[src/rtl/ccr_pkg.sv]
// rtl/ccr_pkg.sv - shared flag indices, branch selects and shadow depth default
package ccr_pkg;

    localparam int FLAG_C = 0;
    localparam int FLAG_Z = 1;
    localparam int FLAG_N = 2;
    localparam int FLAG_V = 3;

    localparam int SHADOW_DEPTH_DEF = 2;
    localparam int CNT_W            = 2;

    typedef logic [3:0] flags_t;

    typedef enum logic [1:0] {
        BR_Z = 2'b00,
        BR_N = 2'b01,
        BR_C = 2'b10,
        BR_V = 2'b11
    } br_sel_e;

endpackage

[src/rtl/ccr_shadow_stack.sv]
// rtl/ccr_shadow_stack.sv - LIFO of flag snapshots with occupancy counter
module ccr_shadow_stack
    import ccr_pkg::*;
#(
    parameter int DEPTH = SHADOW_DEPTH_DEF
) (
    input  logic             clk,
    input  logic             rst,
    input  logic             push,
    input  logic             pop,
    input  flags_t           din,
    output flags_t           dout,
    output logic [CNT_W-1:0] cnt,
    output logic             full,
    output logic             empty
);

    localparam int IW = (DEPTH > 1) ? $clog2(DEPTH) : 1;

    flags_t        mem [DEPTH];
    logic [IW-1:0] wr_idx;
    logic [IW-1:0] rd_idx;

    assign wr_idx = cnt[IW-1:0];
    assign rd_idx = wr_idx - IW'(1);
    assign full   = (cnt == CNT_W'(DEPTH));
    assign empty  = (cnt == '0);
    assign dout   = mem[rd_idx];

    // Snapshot storage is deliberately left out of reset; only cnt decides what is valid.
    always_ff @(posedge clk) begin
        if (push && !full) begin
            mem[wr_idx] <= din;
        end
    end

    always_ff @(posedge clk or posedge rst) begin
        if (rst) begin
            cnt <= '0;
        end else if (push && !full) begin
            cnt <= cnt + CNT_W'(1);
        end else if (pop && !empty) begin
            cnt <= cnt - CNT_W'(1);
        end
    end

endmodule

[src/rtl/ccr_unit.sv]
// rtl/ccr_unit.sv - condition code register with interrupt shadow stack and branch resolve
module ccr_unit
    import ccr_pkg::*;
#(
    parameter int SHADOW_DEPTH = SHADOW_DEPTH_DEF
) (
    input  logic       clk,
    input  logic       rst,
    input  logic       alu_c,
    input  logic       alu_z,
    input  logic       alu_n,
    input  logic       alu_v,
    input  logic [3:0] flag_we,
    input  logic       stall,
    input  logic       int_save,
    input  logic       rti_restore,
    input  logic       br_en,
    input  logic [1:0] br_sel,
    output logic       c,
    output logic       z,
    output logic       n,
    output logic       v,
    output logic       br_taken,
    output logic [1:0] shadow_cnt,
    output logic       stack_err
);

    flags_t             flags;
    flags_t             alu_flags;
    flags_t             upd_flags;
    flags_t             stack_dout;
    logic [CNT_W-1:0]   stack_cnt;
    logic               stack_full;
    logic               stack_empty;
    logic               do_push;
    logic               do_pop;
    logic               sel_flag;

    assign alu_flags = {alu_v, alu_n, alu_z, alu_c};
    assign upd_flags = (flags & ~flag_we) | (alu_flags & flag_we);

    // Simultaneous save and restore cancels both stack operations.
    assign do_push = !stall && int_save && !rti_restore && !stack_full;
    assign do_pop  = !stall && rti_restore && !int_save && !stack_empty;

    ccr_shadow_stack #(
        .DEPTH (SHADOW_DEPTH)
    ) u_shadow (
        .clk   (clk),
        .rst   (rst),
        .push  (do_push),
        .pop   (do_pop),
        .din   (flags),
        .dout  (stack_dout),
        .cnt   (stack_cnt),
        .full  (stack_full),
        .empty (stack_empty)
    );

    always_ff @(posedge clk or posedge rst) begin
        if (rst) begin
            flags     <= '0;
            stack_err <= 1'b0;
        end else if (!stall) begin
            if (int_save && rti_restore) begin
                stack_err <= 1'b1;
                flags     <= upd_flags;
            end else if (rti_restore) begin
                if (stack_empty) begin
                    stack_err <= 1'b1;
                end else begin
                    flags <= stack_dout;
                end
            end else begin
                if (int_save && stack_full) begin
                    stack_err <= 1'b1;
                end
                flags <= upd_flags;
            end
        end
    end

    always_comb begin
        sel_flag = 1'b0;
        case (br_sel_e'(br_sel))
            BR_Z: sel_flag = flags[FLAG_Z];
            BR_N: sel_flag = flags[FLAG_N];
            BR_C: sel_flag = flags[FLAG_C];
            BR_V: sel_flag = flags[FLAG_V];
            default: sel_flag = 1'b0;
        endcase
    end

    assign br_taken   = br_en && sel_flag;
    assign c          = flags[FLAG_C];
    assign z          = flags[FLAG_Z];
    assign n          = flags[FLAG_N];
    assign v          = flags[FLAG_V];
    assign shadow_cnt = stack_cnt;

endmodule

[config.mk]
export PLATFORM = sky130hd
export DESIGN_NAME = ccr_unit
export DESIGN_NICKNAME = d
export VERILOG_FILES = /design/src/rtl/ccr_pkg.sv /design/src/rtl/ccr_shadow_stack.sv /design/src/rtl/ccr_unit.sv
export SDC_FILE = /design/constraint.sdc
export NUM_CORES = 1
export LEC_CHECK = 0
export CAP_MARGIN = 20
export CORE_MARGIN = 2
export CORE_UTILIZATION = 48
export CTS_CLUSTER_SIZE = 16
export DETAILED_ROUTE_END_ITERATION = 8
export GPL_TIMING_DRIVEN = 0
export HOLD_SLACK_MARGIN = 0.03
export PLACE_DENSITY = 0.78
export SETUP_SLACK_MARGIN = 0.5
export SLEW_MARGIN = 30
export SYNTH_ARGS = -nofsm -noshare
export SYNTH_HDL_FRONTEND = slang
export SYNTH_SLANG_ARGS = --single-unit
[constraint.sdc]
create_clock -name clk -period 3.4 [get_ports clk]
set_input_delay 0.68 -clock clk [delete_from_list [all_inputs] [get_ports clk]]
set_output_delay 0.68 -clock clk [all_outputs]
set_load 0.05 [all_outputs]
* Word level (Yosys, flattened, before mapping)
Memory sizes are Yosys's and may differ from the RTL's.
Cells that the tools add are included.
** Storage, ports and cells
- Register bits after elaboration :: 7
- RAM bits :: 8
- Input port bits :: 16
- Output and inout bits :: 8
- Memories :: 1
** Cells by class
- Add/sub/neg operators :: 3
- Eq/ne operators :: 6
- Mux-type cells :: 12
- Bitwise logic cells :: 5
- Reductions and logical operators :: 22
** Memories
- u_shadow.mem :: depth 2, bits a word 4, read ports 1, clocked after Yosys merged registers in 0, wr ports 1, RTL line ccr_shadow_stack.sv:20 : flags_t mem [DEPTH];
** Operators with widths (count)
- $mux W4 :: 3
- $logic_and A1 B1 Y1 :: 11
- $and A4 B4 Y4 :: 2
- $eq A2 B2 Y1 const B :: 3
- $mux W1 :: 6
- $logic_not A1 Y1 :: 5
- $logic_not A2 Y1 :: 2
- $mux W2 :: 2
- $not A4 Y4 :: 1
- $or A4 B4 Y4 :: 1
- $pmux W1 S4 :: 1
- $ne A3 B1 Y1 const B :: 1
- $ne A3 B3 Y1 const B :: 1
- $reduce_and A3 Y1 :: 1
- $reduce_bool A3 Y1 :: 1
- $add A2 B1 Y2 const B :: 1
- $eq A2 B1 Y1 const B :: 1
- $reduce_and A2 Y1 :: 1
- $reduce_bool A2 Y1 :: 1
- $sub A2 B1 Y2 const B :: 1
- $not A1 Y1 :: 1
- $sub A1 B1 Y1 const B :: 1

* Logic depth before layout (Yosys ltp)
Gate-level depths: netlist of the first run.
- Word-level depth :: 7
- Depth in mapped cells :: 5

* By module
Synthesis of the first run repeated with hierarchy kept, for this count alone.
** Second synthesis, totals
- Cells, all modules :: 71
- Area, all modules :: 839.6 µm²
** By module, submodules not included
- ccr_shadow_stack :: instances 1, cells an instance 26, area an instance 439.2 µm², seq. area each 290.3 µm²
- ccr_unit :: instances 1, cells an instance 45, area an instance 400.4 µm², seq. area each 125.1 µm²

* Worst setup path before layout of the first run
No wires, ideal clock.
- Kind :: input to output
- From :: input port br_sel[0]
- To :: output port br_taken
- Arrival :: 1.465 ns
- Required time :: 2.720 ns
- Setup slack :: 1.255 ns
- Cell stages on the path :: 2
- Path buffers :: 0
- Cells stage by stage :: mux4_2 -> and2_1
** On the way
- Word-level cells in the longest chain between the ends :: 3
** RTL lines
- from (decl) :: RTL line ccr_unit.sv:18 : input logic [1:0] br_sel,
- $eq A2 B2 Y1, or another cell as far along :: RTL line ccr_unit.sv:85 : case (br_sel_e'(br_sel))
- $pmux W1 S4 * :: RTL line ccr_unit.sv:85
- $logic_and A1 B1 Y1 * :: RTL line ccr_unit.sv:94 : assign br_taken = br_en && sel_flag;
- to (decl) :: RTL line ccr_unit.sv:23 : output logic br_taken,
Mark *: on every way between the ends. The rest lies on a longest branch, timed or not.

* Worst setup path after layout of the first run
Same ends and word-level chain as after synthesis.

==> results_dict.tcl, run 1 <==
set metrics [dict create \
    min_to "stack_err" \
    path_cells "clkdlybuf4s50_1 > mux4_2 > and2_1 > clkdlybuf4s15_2" \
    layout_commonest_cell "clkdlybuf4s50_1" \
    drtIter0Drc 10 \
    ctsHoldBuffers 0 \
    rsz0062_at_grt "false" \
    drv_slew 0 \
    die_w_um 44.24 \
    track_usage 0.1905 \
    cp_top_family "buffers and inverters" \
    ys_seq_elements 15 \
    irDropWorstVdd_uv 257.6 \
    clockBufferDepth 2 \
    numPortBuffers 22 \
    syn_inst 63 \
    highest_layer "met4" \
    avgSynthCellArea_um2 12.33 \
    ant_nets 0 \
    cts_root_buf "clkbuf_4" \
    nets 106 \
    start_util 0.5158 \
    worstReg2RegStart "u_shadow.cnt[0]" \
    ys.warnings.count 0 \
    dp_hpwl_um 1174 \
    leakage_nw 0.4109 \
    hold_class "flip-flop to flip-flop" \
    areaGrowthSynthToFinish_pct 34.46 \
    holdCritStartpoint "stack_err" \
    netlist-cell-type-count 25 \
    dieArea_um2 1957 \
    path_max_fanout 1 \
    cp_slowest_cell "clkdlybuf4s50_1" \
    drt_wl_total_um 1535 \
    power-per-cell-area_nw_per_um2 484.9 \
    dpl_worst_slack_ns 0.2180 \
    reg2reg_setup_slack_ns 1.75 \
    fillCellCount 118 \
    synth_seq_area_share 0.5346 \
    fmax_mhz 355.5 \
    status "completed" \
    grt_max_degree 11 \
    clkSlewWorstSetupHoldPaths_ns 0.08 \
    hold_depth 1 \
    first_pass_iters 5 \
    fp-row-count 14 \
    multiInputGateArea_um2 322.8 \
    cts_buffers 3 \
    route.met2.wl_um 698 \
    netlist_area_um2 777.0 \
    critical-path-max-stage-delay_ns 0.48 \
    grt_pass1_vias 572 \
    htree_levels 1 \
    cp-start-kind "input port" \
    register_area_um2 415.4 \
    grt_pass1_wl_um 2587 \
    path_class "input port to primary output" \
    synth_area_leader_cell "edfxtp_1" \
    cts_sinks 15 \
    timing.rr.end "u_shadow.mem[0][0]" \
    r2r_cells 2 \
    via_count 568 \
    antenna_found_initial 0 \
    core_um2 1506 \
    die_y_um 44.24 \
    gr-total-overflow 0 \
    cts_tree "done" \
    hold_viol 0 \
    fin_crit_sh 0.8274 \
    setup_tns_ns 0 \
    syn-num-nets 79 \
    antenna_cells 0 \
    crit_buf_inv 2 \
    maxCapViolCount 0 \
    finalSetupViolations 0 \
    worstMarginPinSlew_ns 0.6413 \
    wl_met1_um 734 \
    cp.arrival_ns 2.13 \
    gp_congestion 0.7746 \
    layout_common_cells "21 x clkdlybuf4s50_1, 9 x mux2i_1, 8 x edfxtp_1, 7 x dfrtp_1, 5 x nand2_1" \
    period_minus_slack_ns 2.813 \
    synth_top_area_share 0.3092 \
    drive_gt1_frac 0.1124 \
    route.met3.wl_um 63 \
    remaining_drc_errors 0 \
    fin_worst_skew_ns 0.002860 \
    end_kind "primary output" \
    wl_per_cell_um 14.62 \
    ios 24 \
    synth_area_leaders "edfxtp_1 31%, dfrtp_1 23%, mux2i_1 12%" \
    via_per_inst 5.410 \
    worst_slack_ns 0.5868 \
    required_ns 2.72 \
    max_slew_margin 0.5716 \
    insertion_delay_ns 0.28 \
]
==> area by class of cell <==
class | instances | share of cell area
multi-input cells | 41 | 0.3090
plain buffers | 4 | 0.02635
well taps | 16 | 0.01916
repair buffers | 22 | 0.2120
flip-flops and latches | 15 | 0.3976
clock buffers | 4 | 0.02515
inverters | 3 | 0.01078
==> report_power, final <==
group / switching, mW / internal, mW
Combinational: 0.0993 / 0.0754
Sequential: 0.0163 / 0.215
Clock: 0.0555 / 0.0456
==> registers in the layout (all words and copies together), names as in the netlist <==
name,flops
flags,4
stack_err,1
u_shadow.cnt,2
u_shadow.mem,8
==> synth_stat cells <==
library cell / instances
mux2i_1: 9
edfxtp_1: 8
dfrtp_1: 7
nand2_1: 5
a22o_1: 4
o211ai_1: 4
inv_1: 3
nor3b_1: 3
o21ai_0: 3
and2_1: 2
a21o_1: 1
a21oi_1: 1
a221oi_1: 1
and2_4: 1
buf_2: 1
buf_4: 1
buf_6: 1
clkbuf_1: 1
mux4_2: 1
nand2b_1: 1
nor2_1: 1
nor2b_1: 1
o31ai_1: 1
or4b_4: 1
xnor2_1: 1
==> layer usage <==
| layer | vias up | GRT usage |
|---|---|---|
| met4 | 0 | 0.09091 |
| met2 | 17 | 0.2794 |
| met1 | 258 | 0.2730 |
| met3 | 5 | 0.03673 |
| met5 | - | 0 |
| li1 | 288 | - |
==> stage by stage <==
stage,total power [mW],instance area (um^2),util,cells,hold slack [ns]
6_report,0.5066,1045,0.6935,105,0.4635
5_1_grt,0.5326,1045,0.6935,105,0.4879
4_1_cts,0.5104,1045,0.6935,105,0.4694
3_5_place_dp,0.4111,1017,0.6752,101,0.4454
3_3_place_gp,0.4095,1017,0.6752,101,0.4457
2_1_floorplan,0.3467,777.0,-,63,0.4834
==> worst reg2reg max path: stages, from the launching register on <==
cell and delay (ns):
dfrtp_1 0.41, clkbuf_1 0.26, nor3b_1 0.62
==> kinds of logic (layout without fill, tap and decap cells) <==
family / count (synthesis) / count (layout) / synth area share
AOI/OAI and AO/OA: 15 / 15 / 0.1401
DFF: 15 / 15 / 0.5346
and+or+nand+nor: 15 / 15 / 0.1192
muxes: 10 / 10 / 0.1449
buffers and inverters: 7 / 33 / 0.04991
xor gates and xnor gates: 1 / 1 / 0.01127
==> worst max path at each step <==
| stage | start | end | slack, ns | cells after the start |
|---|---|---|---|---|
| finish | br_sel[0] | br_taken | 0.59 | 4 |
| detailed placement | br_sel[0] | br_taken | 0.22 | 4 |
| global placement | br_sel[0] | br_taken | 0.22 | 4 |
| global route | br_sel[0] | br_taken | 0.55 | 4 |
| floorplan | br_sel[0] | br_taken | 1.25 | 2 |
| CTS | br_sel[0] | br_taken | 0.58 | 4 |
==> what timing repair did <==
action                     in CTS  in global routing
setup endpoints to repair       1                  0
resized for setup               3                  0
setup buffers                   0                  0
Power figures use the tool's default switching activity.
==> inputs of run 2 (changes only) <==
- CORE_UTILIZATION: 48 -> 40
- PLACE_DENSITY: 0.78 -> 0.69
- clock period: 3.4 -> 2.5 ns (I/O delays scaled with it)
==> run 2 against run 1 <==
Effect of this change:
- register-to-register slack got worse by 0.81 ns
- clock power grew 44%
- via count grew 2.5%
- non-clock buffer count unchanged
- sequential share of layout area shrank 0.93 points
- critical path depth is the same
- wire length increased by 1.0%
- critical endpoint unchanged
- largest cell class unchanged
==> results_dict.tcl, run 2 (same netlist as run 1, synthesis figures left out) <==
set metrics [dict create \
    dp_hpwl_um 1171 \
    cts_buffers 3 \
    gr-total-overflow 0 \
    status "completed" \
    numPortBuffers 22 \
    path_class "input port to primary output" \
    finalSetupViolations 0 \
    post-cts-setup-buffers 0 \
    start_util 0.4358 \
    irDropWorstVdd_uv 320.4 \
    gp_congestion 0.7509 \
    power-per-cell-area_nw_per_um2 649.5 \
    required_ns 2.00 \
    hold_ws_ns 0.4268 \
    fp-row-count 15 \
    rsz0062_at_grt "true" \
    cts_root_buf "clkbuf_4" \
    drtIter0Drc 11 \
    max_slew_margin 0.6488 \
    finalPower_mw 0.6949 \
    cp.arrival_ns 1.54 \
    cts_tree "done" \
    fin_crit_sh 0.8179 \
    hold_viol 0 \
    fin_worst_skew_ns 0.005394 \
    drt_wl_total_um 1551 \
    worstMarginPinSlew_ns 0.5268 \
    drive_gt1_frac 0.1348 \
    reg_top3 "u_shadow.mem: 8 flops, flags: 4 flops, u_shadow.cnt: 2 flops" \
    via_per_inst 5.105 \
    ios 24 \
    period_minus_slack_ns 2.045 \
    die_y_um 48.08 \
    cp-start-kind "input port" \
    layout_commonest_cell "clkdlybuf4s50_1" \
    dpl_worst_slack_ns -0.3230 \
    path_max_fanout 1 \
    nets 106 \
    dieArea_um2 2311 \
    layout_common_cells "14 x clkdlybuf4s50_1, 9 x mux2i_1, 8 x edfxtp_1, 7 x dfrtp_1, 5 x nand2_1" \
    final_cell_area_um2 1070 \
    dpl-instance-area_um2 1028 \
    cts_sinks 15 \
    antenna_found_initial 0 \
    grt_max_degree 11 \
    wl_per_cell_um 13.61 \
    top_register "u_shadow.mem" \
    antenna_cells 0 \
    fmax_mhz 489.1 \
    die_w_um 48.08 \
    largest_register_ffs 8 \
    core_um2 1783 \
    clockBufferDepth 2 \
    remaining_drc_errors 0 \
    drv_slew 0 \
    via_count 582 \
    htree_levels 1 \
    insertion_delay_ns 0.29 \
    worst_slack_ns 0.4553 \
    first_pass_iters 4 \
    reg2reg_setup_slack_ns 0.94 \
    maxCapViolCount 0 \
    grt_pass1_vias 576 \
    hold_class "input port to asynchronous set/reset pin" \
    track_usage 0.1750 \
    clkSlewWorstSetupHoldPaths_ns 0.09 \
    leakage_nw 0.4701 \
    grt_pass1_wl_um 2594 \
    ant_nets 0 \
    end_kind "primary output" \
    areaGrowthSynthToFinish_pct 37.68 \
]
-- run 2: cell count changes in the layout (fill, tap and decap cells not counted) --
cell / delta
nor3b_1: -1
clkdlybuf4s50_1: -7
dlygate4sd2_1: +4
dlymetal6s2s_1: +3
clkdlybuf4s15_2: -1
buf_8: +1
and2_4: +1
nor3b_2: +1
and2_1: -1
-- run 2: worst max-delay path, cell delays in order --
cell	delay, ns
clkdlybuf4s50_1	0.46
mux4_2	0.28
and2_4	0.15
buf_8	0.14
-- run 2: cell type report --
cell class,instances,area [um^2]
well taps,25,31.28
repair buffers,22,227.7
fillers,155,713.2
clock buffers,4,26.28
multi-input cells,41,330.3
inverters,3,11.26
plain buffers,4,27.53
flip-flops and latches,15,415.4
-- run 2: path summary, 6_finish.rpt --
check | to | cells after the start | from
worst max-delay path | br_taken | 4 | br_sel[1]
worst min-delay path | stack_err | 2 | rst
worst max register to register | flags[0] | 4 | u_shadow.cnt[1]
worst min register to register | stack_err | 1 | stack_err
max in group asynchronous | flags[3] | 2 | rst
min in group clk | stack_err | 1 | stack_err
-- run 2: per-stage QoR --
stage	util	setup TNS, ns	cells
2_1_floorplan	-	0	63
3_3_place_gp	0.5768	-0.3168	110
3_5_place_dp	0.5768	-0.3230	110
4_1_cts	0.5958	0	114
5_1_grt	0.6000	0	114
6_report	0.6000	0	114
-- run 2: layer usage --
layer	vias up	track usage	part of all wire	routed length, um
li1	287	-	-	-
met1	261	0.2169	0.45	691
met2	31	0.2720	0.47	722
met3	3	0.03396	0.068	106
met4	0	0.1243	0.019	30
met5	-	0	0	0
-- run 2: power by group --
part	internal, mW	leakage, nW	switching (mW)
Clock	0.0622	0.0150	0.0831
Sequential	0.292	0.158	0.0212
Combinational	0.0994	0.297	0.137
Total	0.453	0.470	0.242
-- run 2: what timing repair did --
action,CTS,global route
endpoints found under the setup margin,9,4
hold buffers,0,0
cloned,0,0
pin swaps,0,1
resized for setup,14,3
==> inputs of run 3 (changes only) <==
- CORE_UTILIZATION: 40 -> 44
- PLACE_DENSITY: 0.69 -> 0.72
- clock period: 2.5 -> 2 ns (I/O delays scaled with it)
==> run 3 against run 2 <==
Effect of this change:
- critical path depth decreased by 1
- via count increased by 4.6%
- final cell count decreased by 1.8%
- global-route usage decreased by 0.094 points
- worst setup slack got worse by 0.31 ns
- count of clock-buffer cells in the layout unchanged
- largest cell class unchanged
- core utilization increased by 5.6 points
- non-clock buffer count increased by 6
- clock skew decreased by 0.0027 ns
- sequential power increased by 23%
- wire length increased by 6.1%
==> results_dict.tcl, run 3 (same netlist as run 1, synthesis figures left out) <==
set metrics [dict create \
    ctsHoldBuffers 0 \
    hold_viol 0 \
    setup_tns_ns 0 \
    antenna_cells 0 \
    cp.arrival_ns 1.45 \
    fin_worst_skew_ns 0.002740 \
    worstReg2RegStart "u_shadow.cnt[1]" \
    dpl_worst_slack_ns -0.6324 \
    hold_class "input port to asynchronous set/reset pin" \
    insertion_delay_ns 0.28 \
    end_kind "primary output" \
    worst_slack_ns 0.1497 \
    path_max_fanout 2 \
    gp_congestion 0.7329 \
    period_minus_slack_ns 1.850 \
    layout_common_cells "10 x clkdlybuf4s50_1, 9 x mux2i_1, 8 x edfxtp_1, 6 x buf_4, 6 x dfrtp_2" \
    r2r_cells 4 \
    status "completed" \
    layout_commonest_cell "clkdlybuf4s50_1" \
    clockBufferDepth 2 \
    drive_gt1_frac 0.3474 \
    largest_register_ffs 8 \
    rsz0062_at_grt "true" \
    max_slew_margin 0.7821 \
    reg2reg_setup_slack_ns 0.50 \
    via_per_inst 5.438 \
    maxCapViolCount 0 \
    gr-total-overflow 0 \
    leakage_nw 0.4648 \
    clkSlewWorstSetupHoldPaths_ns 0.09 \
    cp-start-kind "flip-flop" \
    antenna_found_initial 0 \
    cp_top_family "multiplexers" \
    die_y_um 46.02 \
    grt_pass1_wl_um 2525 \
    fmax_mhz 540.4 \
    power-per-cell-area_nw_per_um2 808.6 \
    cts_tree "done" \
    grt_pass1_vias 585 \
    cts_root_buf "clkbuf_4" \
    wl_per_cell_um 14.70 \
    timing.rr.end "flags[3]" \
    path_cells "mux4_2 > and2_4 > buf_8" \
    nets 112 \
    reg_top3 "u_shadow.mem: 8 flops, flags: 4 flops, u_shadow.cnt: 2 flops" \
    drt_wl_total_um 1646 \
    crit_buf_inv 1 \
    remaining_drc_errors 0 \
    multiInputGateArea_um2 341.6 \
    dieArea_um2 2118 \
    worstMarginPinSlew_ns 0.3262 \
    path_class "flip-flop to primary output" \
    via_count 609 \
    drtIter0Drc 6 \
    die_w_um 46.02 \
    top_register "u_shadow.mem" \
    drv_slew 0 \
    finalPower_mw 0.8964 \
    fp-row-count 15 \
    first_pass_iters 4 \
    cts_buffers 3 \
    ant_nets 0 \
    required_ns 1.60 \
    core_um2 1689 \
    numPortBuffers 22 \
    finalSetupViolations 0 \
    register_area_um2 422.9 \
    utilization 0.6563 \
    track_usage 0.1741 \
    cp_slowest_cell "mux4_2" \
    start_util 0.4600 \
    grt_max_degree 11 \
    fillCellCount 146 \
    critical-path-max-stage-delay_ns 0.46 \
    areaGrowthSynthToFinish_pct 42.67 \
    ios 24 \
    htree_levels 1 \
    dp_hpwl_um 1195 \
    fin_crit_sh 0.9252 \
    cts_sinks 15 \
    irDropWorstVdd_uv 414.0 \
]
## run 3: cell type report
type / instances / share of cell area
Timing Repair Buffer: 28 / 0.2314
Sequential cell: 15 / 0.3815
Clock buffer: 4 / 0.02370
Tap cell: 17 / 0.01919
Inverter: 3 / 0.01016
Multi-Input combinational cell: 41 / 0.3081
Buffer: 4 / 0.02596
## run 3: stage by stage
stage | cell area, um^2 | cells | hold WS [ns]
finish | 1109 | 112 | 0.3488
global route | 1109 | 112 | 0.3926
CTS | 1102 | 112 | 0.3570
detailed placement | 1028 | 102 | 0.4460
global placement | 1028 | 102 | 0.4493
floorplan | 787.0 | 63 | 0.2030
## run 3: per-layer routing
metal	vias to the layer above	global-route usage	share of wire
met4	0	0.05143	0
met5	-	0	0
met2	16	0.2917	0.50
li1	301	-	-
met1	292	0.2247	0.46
met3	0	0.03571	0.041
## run 3: where the power goes
part	switching, mW	leakage [nW]	total (mW)	internal [mW]
Clock	0.0936	0.0150	0.171	0.0773
Sequential	0.0165	0.150	0.385	0.369
Combinational	0.197	0.299	0.340	0.143
## run 3: worst max-delay path by stage
stage	startpoint	end	slack (ns)	cells after the start
after floorplan	u_shadow.cnt[1]	flags[0]	0.37	4
after global placement	br_sel[0]	br_taken	-0.63	4
after detailed placement	br_sel[0]	br_taken	-0.63	4
after CTS	flags[0]	br_taken	0.16	3
after global routing	flags[0]	br_taken	0.12	3
final	flags[0]	br_taken	0.15	3
## run 3: repair_timing
| item | in CTS | in global routing |
|---|---|---|
| cloned | 0 | 0 |
| buffers inserted | 6 | 0 |
| setup endpoints to repair | 21 | 13 |
| pin swaps | 6 | 3 |
| gates resized for setup | 44 | 2 |
